--- src/rtl/bus_owner_mux.sv ---
// Bus owner mux: latches the arbiter's granted requester and runs its valid/ready burst on the shared bus.
// Optional GRANT_ONEHOT_CHECK_EN rejects multi-hot grants and raises a sticky err_onehot.
module bus_owner_mux #(
    parameter int NUM_REQ_MSB = 4,
    parameter int ADDR_W      = 16,
    parameter int DATA_W      = 16
) (
    input  logic                              clk,
    input  logic                              rst,
    input  logic [NUM_REQ_MSB:0]              req,
    input  logic [NUM_REQ_MSB:0]              grant,
    input  logic [(NUM_REQ_MSB+1)*ADDR_W-1:0] addr_in,
    input  logic [(NUM_REQ_MSB+1)*DATA_W-1:0] wdata_in,
    input  logic [NUM_REQ_MSB:0]              we_in,
    input  logic [(NUM_REQ_MSB+1)*4-1:0]      len_in,
    output logic                              bus_valid,
    output logic [ADDR_W-1:0]                 bus_addr,
    output logic [DATA_W-1:0]                 bus_wdata,
    output logic                              bus_we,
    input  logic                              bus_ready,
    input  logic [DATA_W-1:0]                 bus_rdata,
    output logic [NUM_REQ_MSB:0]              ack,
    output logic [DATA_W-1:0]                 rdata_out,
    output logic                              done,
    output logic                              busy,
    output logic                              err_onehot
);
    // state | meaning
    // IDLE  | bus free, sampling grant & req for a new owner
    // XFER  | presenting beats of the owner's burst
    // DONE  | one-cycle completion pulse, then back to IDLE
    localparam int NREQ  = NUM_REQ_MSB + 1;
    localparam int IDX_W = (NREQ > 1) ? $clog2(NREQ) : 1;

    typedef enum logic [1:0] {
        IDLE = 2'd0,
        XFER = 2'd1,
        DONE = 2'd2
    } state_t;

    state_t                 state_q, state_d;
    logic [NUM_REQ_MSB:0]   owner_q, owner_d;
    logic [IDX_W-1:0]       idx_q, idx_d;
    logic [ADDR_W-1:0]      addr_q, addr_d;
    logic                   we_q, we_d;
    logic [3:0]             cnt_q, cnt_d;
    logic [3:0]             last_q, last_d;
    logic [NUM_REQ_MSB:0]   ack_q, ack_d;
    logic [DATA_W-1:0]      rdata_q, rdata_d;
    logic                   busy_q, busy_d;

    logic [NUM_REQ_MSB:0]   cand;
    logic [IDX_W-1:0]       cand_idx;
    logic                   start;
    logic                   handshake;

    assign cand = grant & req;

    // Lowest-index candidate wins; with a legal one-hot grant this is simply the granted requester.
    always_comb begin
        cand_idx = '0;
        for (int i = NUM_REQ_MSB; i >= 0; i--) begin
            if (cand[i]) cand_idx = IDX_W'(i);
        end
    end

`ifdef GRANT_ONEHOT_CHECK_EN
    localparam logic [NUM_REQ_MSB:0] GRANT_ONE = 1;
    logic multi_hot;
    logic err_q, err_d;

    assign multi_hot = (grant & (grant - GRANT_ONE)) != '0;
    assign start     = (state_q == IDLE) && (cand != '0) && !multi_hot;
    assign err_d     = err_q | ((state_q == IDLE) && multi_hot);

    always_ff @(posedge clk or posedge rst) begin
        if (rst) err_q <= 1'b0;
        else     err_q <= err_d;
    end

    assign err_onehot = err_q;
`else
    assign start      = (state_q == IDLE) && (cand != '0);
    assign err_onehot = 1'b0;
`endif

    assign handshake = (state_q == XFER) && bus_ready;

    always_ff @(posedge clk or posedge rst) begin
        if (rst) state_q <= IDLE;
        else     state_q <= state_d;
    end

    always_comb begin
        state_d = state_q;
        case (state_q)
            IDLE:    if (start) state_d = XFER;
            XFER:    if (handshake && (cnt_q == last_q)) state_d = DONE;
            DONE:    state_d = IDLE;
            default: state_d = IDLE;
        endcase
    end

    always_comb begin
        owner_d = owner_q;
        idx_d   = idx_q;
        addr_d  = addr_q;
        we_d    = we_q;
        cnt_d   = cnt_q;
        last_d  = last_q;
        if (start) begin
            owner_d           = '0;
            owner_d[cand_idx] = 1'b1;
            idx_d             = cand_idx;
            addr_d            = addr_in[cand_idx*ADDR_W +: ADDR_W];
            we_d              = we_in[cand_idx];
            cnt_d             = 4'd0;
            last_d            = len_in[cand_idx*4 +: 4];
        end else if (handshake) begin
            addr_d = addr_q + ADDR_W'(1);
            cnt_d  = cnt_q + 4'd1;
        end
        ack_d   = handshake ? owner_q : '0;
        rdata_d = handshake ? bus_rdata : rdata_q;
        busy_d  = (state_d != IDLE);
    end

    always_ff @(posedge clk or posedge rst) begin
        if (rst) begin
            owner_q <= '0;
            idx_q   <= '0;
            addr_q  <= '0;
            we_q    <= 1'b0;
            cnt_q   <= 4'd0;
            last_q  <= 4'd0;
            ack_q   <= '0;
            rdata_q <= '0;
            busy_q  <= 1'b0;
        end else begin
            owner_q <= owner_d;
            idx_q   <= idx_d;
            addr_q  <= addr_d;
            we_q    <= we_d;
            cnt_q   <= cnt_d;
            last_q  <= last_d;
            ack_q   <= ack_d;
            rdata_q <= rdata_d;
            busy_q  <= busy_d;
        end
    end

    // Write data follows the owner's input live; reads drive zero.
    always_comb begin
        bus_valid = (state_q == XFER);
        bus_addr  = addr_q;
        bus_we    = (state_q == XFER) && we_q;
        bus_wdata = '0;
        if ((state_q == XFER) && we_q) bus_wdata = wdata_in[idx_q*DATA_W +: DATA_W];
        done      = (state_q == DONE);
    end

    assign ack       = ack_q;
    assign rdata_out = rdata_q;
    assign busy      = busy_q;

endmodule
--- config.mk ---
export PLATFORM = sky130hd
export DESIGN_NAME = bus_owner_mux
export DESIGN_NICKNAME = d
export VERILOG_FILES = /design/src/rtl/bus_owner_mux.sv
export SDC_FILE = /design/constraint.sdc
export NUM_CORES = 1
export LEC_CHECK = 0
export ABC_CLOCK_PERIOD_IN_PS = 2210
export BUFFER_PORTS_ARGS = -buffer_cell sky130_fd_sc_hd__buf_2
export CORE_MARGIN = 2
export CORE_UTILIZATION = 40
export CTS_CLUSTER_SIZE = 16
export DETAILED_ROUTE_END_ITERATION = 12
export GPL_ROUTABILITY_DRIVEN = 1
export PLACE_DENSITY = 0.77
export SYNTH_ARGS = -nofsm -noshare
export SYNTH_HDL_FRONTEND = slang
export SYNTH_SLANG_ARGS = --single-unit
--- constraint.sdc ---
create_clock -name clk -period 2.21 [get_ports clk]
set_input_delay 0.3315 -clock clk [delete_from_list [all_inputs] [get_ports clk]]
set_output_delay 0.3315 -clock clk [all_outputs]
set_load 0.02 [all_outputs]
==> results.py <==
metrics = {
    "logic_synthesis": {
        "netlist-cell-type-count": 61,
        "synthSimpleGateAreaFrac_pct": 22.0,
        "ys_warn_count": 0,
        "synthMuxAreaShare_pct": 12.5,
        "synth-xor-area-share_pct": 3.43,
        "synth_cells": 463,
        "yosys.area_share.adder_pct": 0.612,
        "synth_area_per_cell_um2": 8.83,
        "synth_top_family_by_area": "simple AND/OR/NAND/NOR gates",
        "synth_edf_count": 0,
        "synth_ff_type": "dfrtp_1",
        "post_synth_main_area_contributors": "dfrtp_1 (35%), nand2_1 (9.7%), mux4_2 (8.8%)",
        "synth_area_mm2": 0.00409,
        "synth-seq-area-share_pct": 34.9,
        "synthArstFlopShare_pct": 100,
        "yosys.area.top_type": "dfrtp_1",
        "synth_compound_area_share_pct": 21.5,
        "syn_nets": 679,
        "yosys_register_bits": 57,
        "synth_top_area_share_pct": 34.9,
    },
    "detailed_routing": {
        "drt_iter0_markers": 362,
        "ant_nets": 0,
        "routedWlPerCell_um": 18.6,
        "drc_errors": 0,
        "viasPerCell": 5.59,
        "firstDrtPassIters": 5,
        "vias": 4917,
        "routed_wl_um": 16400,
    },
    "worst_setup_path": {
        "reg2reg_from": "state_q[0]",
        "path_cells": "buf_8 > mux4_2 > a22oi_2 > nor2_1 > buf_4",
        "critPathSlowestCell": "mux4_2",
        "critPathCaptureType": "output pin",
        "cp-start-kind": "flip-flop",
        "crit_arrival_ps": 1850,
        "slowest_delay_ps": 510,
        "path_buf_inv": 2,
        "r2r.worst_path.cells": 5,
        "crit_family": "multiplexers",
        "rrSetupSlack_ps": 350,
        "worstPathMaxFanout": 8,
        "rr_endpoint": "bus_addr[15]",
        "cp_data_required_time_ps": 1880,
        "crit_type": "flip-flop to output pin",
    },
    "floorplan": {
        "die_x_um": 105,
        "row_count": 36,
        "io_pins": 272,
        "chipHeight_um": 105,
        "dieArea_mm2": 0.0110,
        "start_util_pct": 41.5,
        "core_mm2": 0.00986,
    },
    "clocking": {
        "clockBufferDepth": 2,
        "cts_tree": "built",
        "cts_buffers": 9,
        "cts_sinks": 57,
        "root_buffer": "clkbuf_8",
        "cts.clk_slew.worst_paths_ps": 70,
        "insertion_delay_ps": 340,
        "h-tree-depth": 3,
    },
    "power_and_ir_drop": {
        "power_leakage_nw": 2.98,
        "powerDensity_mw_per_mm2": 1070,
        "ir_drop_v": 0.000506,
    },
    "timing": {
        "fin_skew_ps": 11.4,
        "holdWs_ps": 20.4,
        "rsz0062_at_grt": "yes",
        "relSlewSlack_pct": 56.3,
        "fmax_mhz": 457,
        "final.setup.tns_ps": 0,
        "finalCritPeriodShare_pct": 98.9,
        "fin_ws_ps": 24.2,
        "fin_crit_ps": 2190,
        "tightest_slew_ps": 652,
        "finalSetupViolCount": 0,
        "maxSlewViolCount": 0,
        "hold_violations": 0,
    },
    "grt": {
        "antenna_found_initial": 0,
        "grt_usage_pct": 28.8,
        "grt_pass1_vias": 4753,
        "grt_max_degree": 24,
        "grt_pass1_wl_um": 24900,
        "grt_remaining_overflow": 0,
    },
    "job": {
        "cap_violations": 0,
    },
    "final_layout": {
        "final_nets": 957,
        "final_util_pct": 59.9,
        "drive_above_1_share_pct": 48.8,
        "syn2layout_area_growth_pct": 44.4,
        "antenna-diode-count": 0,
    },
    "place": {
        "port_buffers": 270,
        "hpwlAfterDp_um": 13000,
        "gp_routability_congestion": 0.934,
        "dp_slack_ps": 202,
    },
    "min_path": {
        "hold_path_class": "primary input to asynchronous set/reset pin",
    },
    "run_status": {
        "status": "finished, final reports clean",
    },
}
==> logic make-up (layout without fill, tap and decap cells) <==
| logic type | count (synthesis) | after routing |
|---|---|---|
| AND/OR/NAND/NOR | 200 | 200 |
| XOR/XNOR | 16 | 16 |
| adder cells (fa/ha/maj) | 2 | 2 |
| multiplexers | 30 | 30 |
| other | 1 | 1 |
| AO/OA/AOI/OAI | 121 | 121 |
| buffers and inverters | 36 | 319 |
| flip-flops | 57 | 57 |
==> how the worst max path moves through the flow <==
| stage | from | end | slack, ps | cells past startpoint |
|---|---|---|---|---|
| floorplan | idx_q[0] | bus_wdata[10] | 330 | 5 |
| global placement | grant[2] | bus_addr[11] | 270 | 6 |
| detailed placement | grant[2] | we_q | 200 | 6 |
| CTS | idx_q[0] | bus_wdata[5] | -10 | 6 |
| global route | idx_q[0] | bus_wdata[7] | -70 | 5 |
| finish | idx_q[0] | bus_wdata[7] | 20 | 5 |
==> cell usage in the layout, fill, tap and decap left out, drive strengths merged, types with 3 or more instances in the layout <==
master / instances
buf: 298
nand2: 107
dfrtp: 57
nor2: 37
o21ai: 35
a21oi: 19
a22oi: 19
mux4: 16
nor3: 16
nand3: 13
clkbuf: 11
and2: 10
xor2: 9
mux2: 9
xnor2: 7
a222oi: 7
a31oi: 6
mux2i: 5
o211ai: 5
nand4: 4
inv: 4
clkinv: 4
o221ai: 3
a32o: 3
a32oi: 3
and3: 3
o22ai: 3
o31ai: 3
==> timing repair <==
item,CTS,global route
gates resized for setup,10,19
hold buffers,0,0
endpoints found under the setup margin,3,17
pin swaps,2,6
gates cloned,2,1
setup buffers,3,0
==> metrics by stage <==
step | instances | power, mW | area, um2
3_5_place_dp | 860 | 5.26 | 5620
5_1_grt | 879 | 6.72 | 5910
4_1_cts | 881 | 6.33 | 5900
2_1_floorplan | 463 | 4.09 | 4090
3_3_place_gp | 860 | 5.18 | 5620
6_report | 879 | 6.31 | 5910
==> power by group <==
group / internal [mW] / switching (mW)
clock network: 0.461 / 0.418
registers: 1.47 / 0.410
logic: 1.50 / 2.04
total: 3.44 / 2.87
==> synthesized netlist by cell type (all sizes together) (5+ instances only) <==
| cell | count |
|---|---|
| xnor2 | 7 |
| o21ai | 35 |
| mux4 | 16 |
| a21oi | 19 |
| dfrtp | 57 |
| mux2i | 5 |
| xor2 | 9 |
| o211ai | 5 |
| clkbuf | 8 |
| nand3 | 13 |
| a31oi | 6 |
| mux2 | 9 |
| nand2 | 107 |
| nor3 | 16 |
| nor2 | 37 |
| a22oi | 19 |
| and2 | 10 |
| buf | 23 |
| a222oi | 7 |
==> worst reg2reg max path: stages, from the launching register on <==
cell and delay [ps]:
dfrtp_1 450, or2_2 430, a31oi_4 370, buf_4 240
nor3_1 60, nor3_1 210
==> final cells by class <==
class | instances | area, um2
timing repair buffer | 298 | 1600
multi-input combinational | 370 | 2510
fill | 880 | 3960
sequential | 57 | 1430
clock inverter | 5 | 30.0
tap | 133 | 166
inverter | 5 | 18.8
clock buffer | 11 | 151
==> state kept, by name, summed over array words and instances (netlist names) <==
signal	count
idx_q	3
rdata_out	16
ack	5
state_q	2
we_q	1
cnt_q	4
bus_addr	16
owner_q	5
busy	1
last_q	4
==> routing by layer <==
metal	routed length [um]	vias to the layer above	global-route usage, %
met2	7710	313	46.2
li1	-	2259	-
met1	6890	2298	38.9
met5	0	-	0
met3	1350	47	5.80
met4	409	0	9.62
Power figures use the tool's default switching activity.
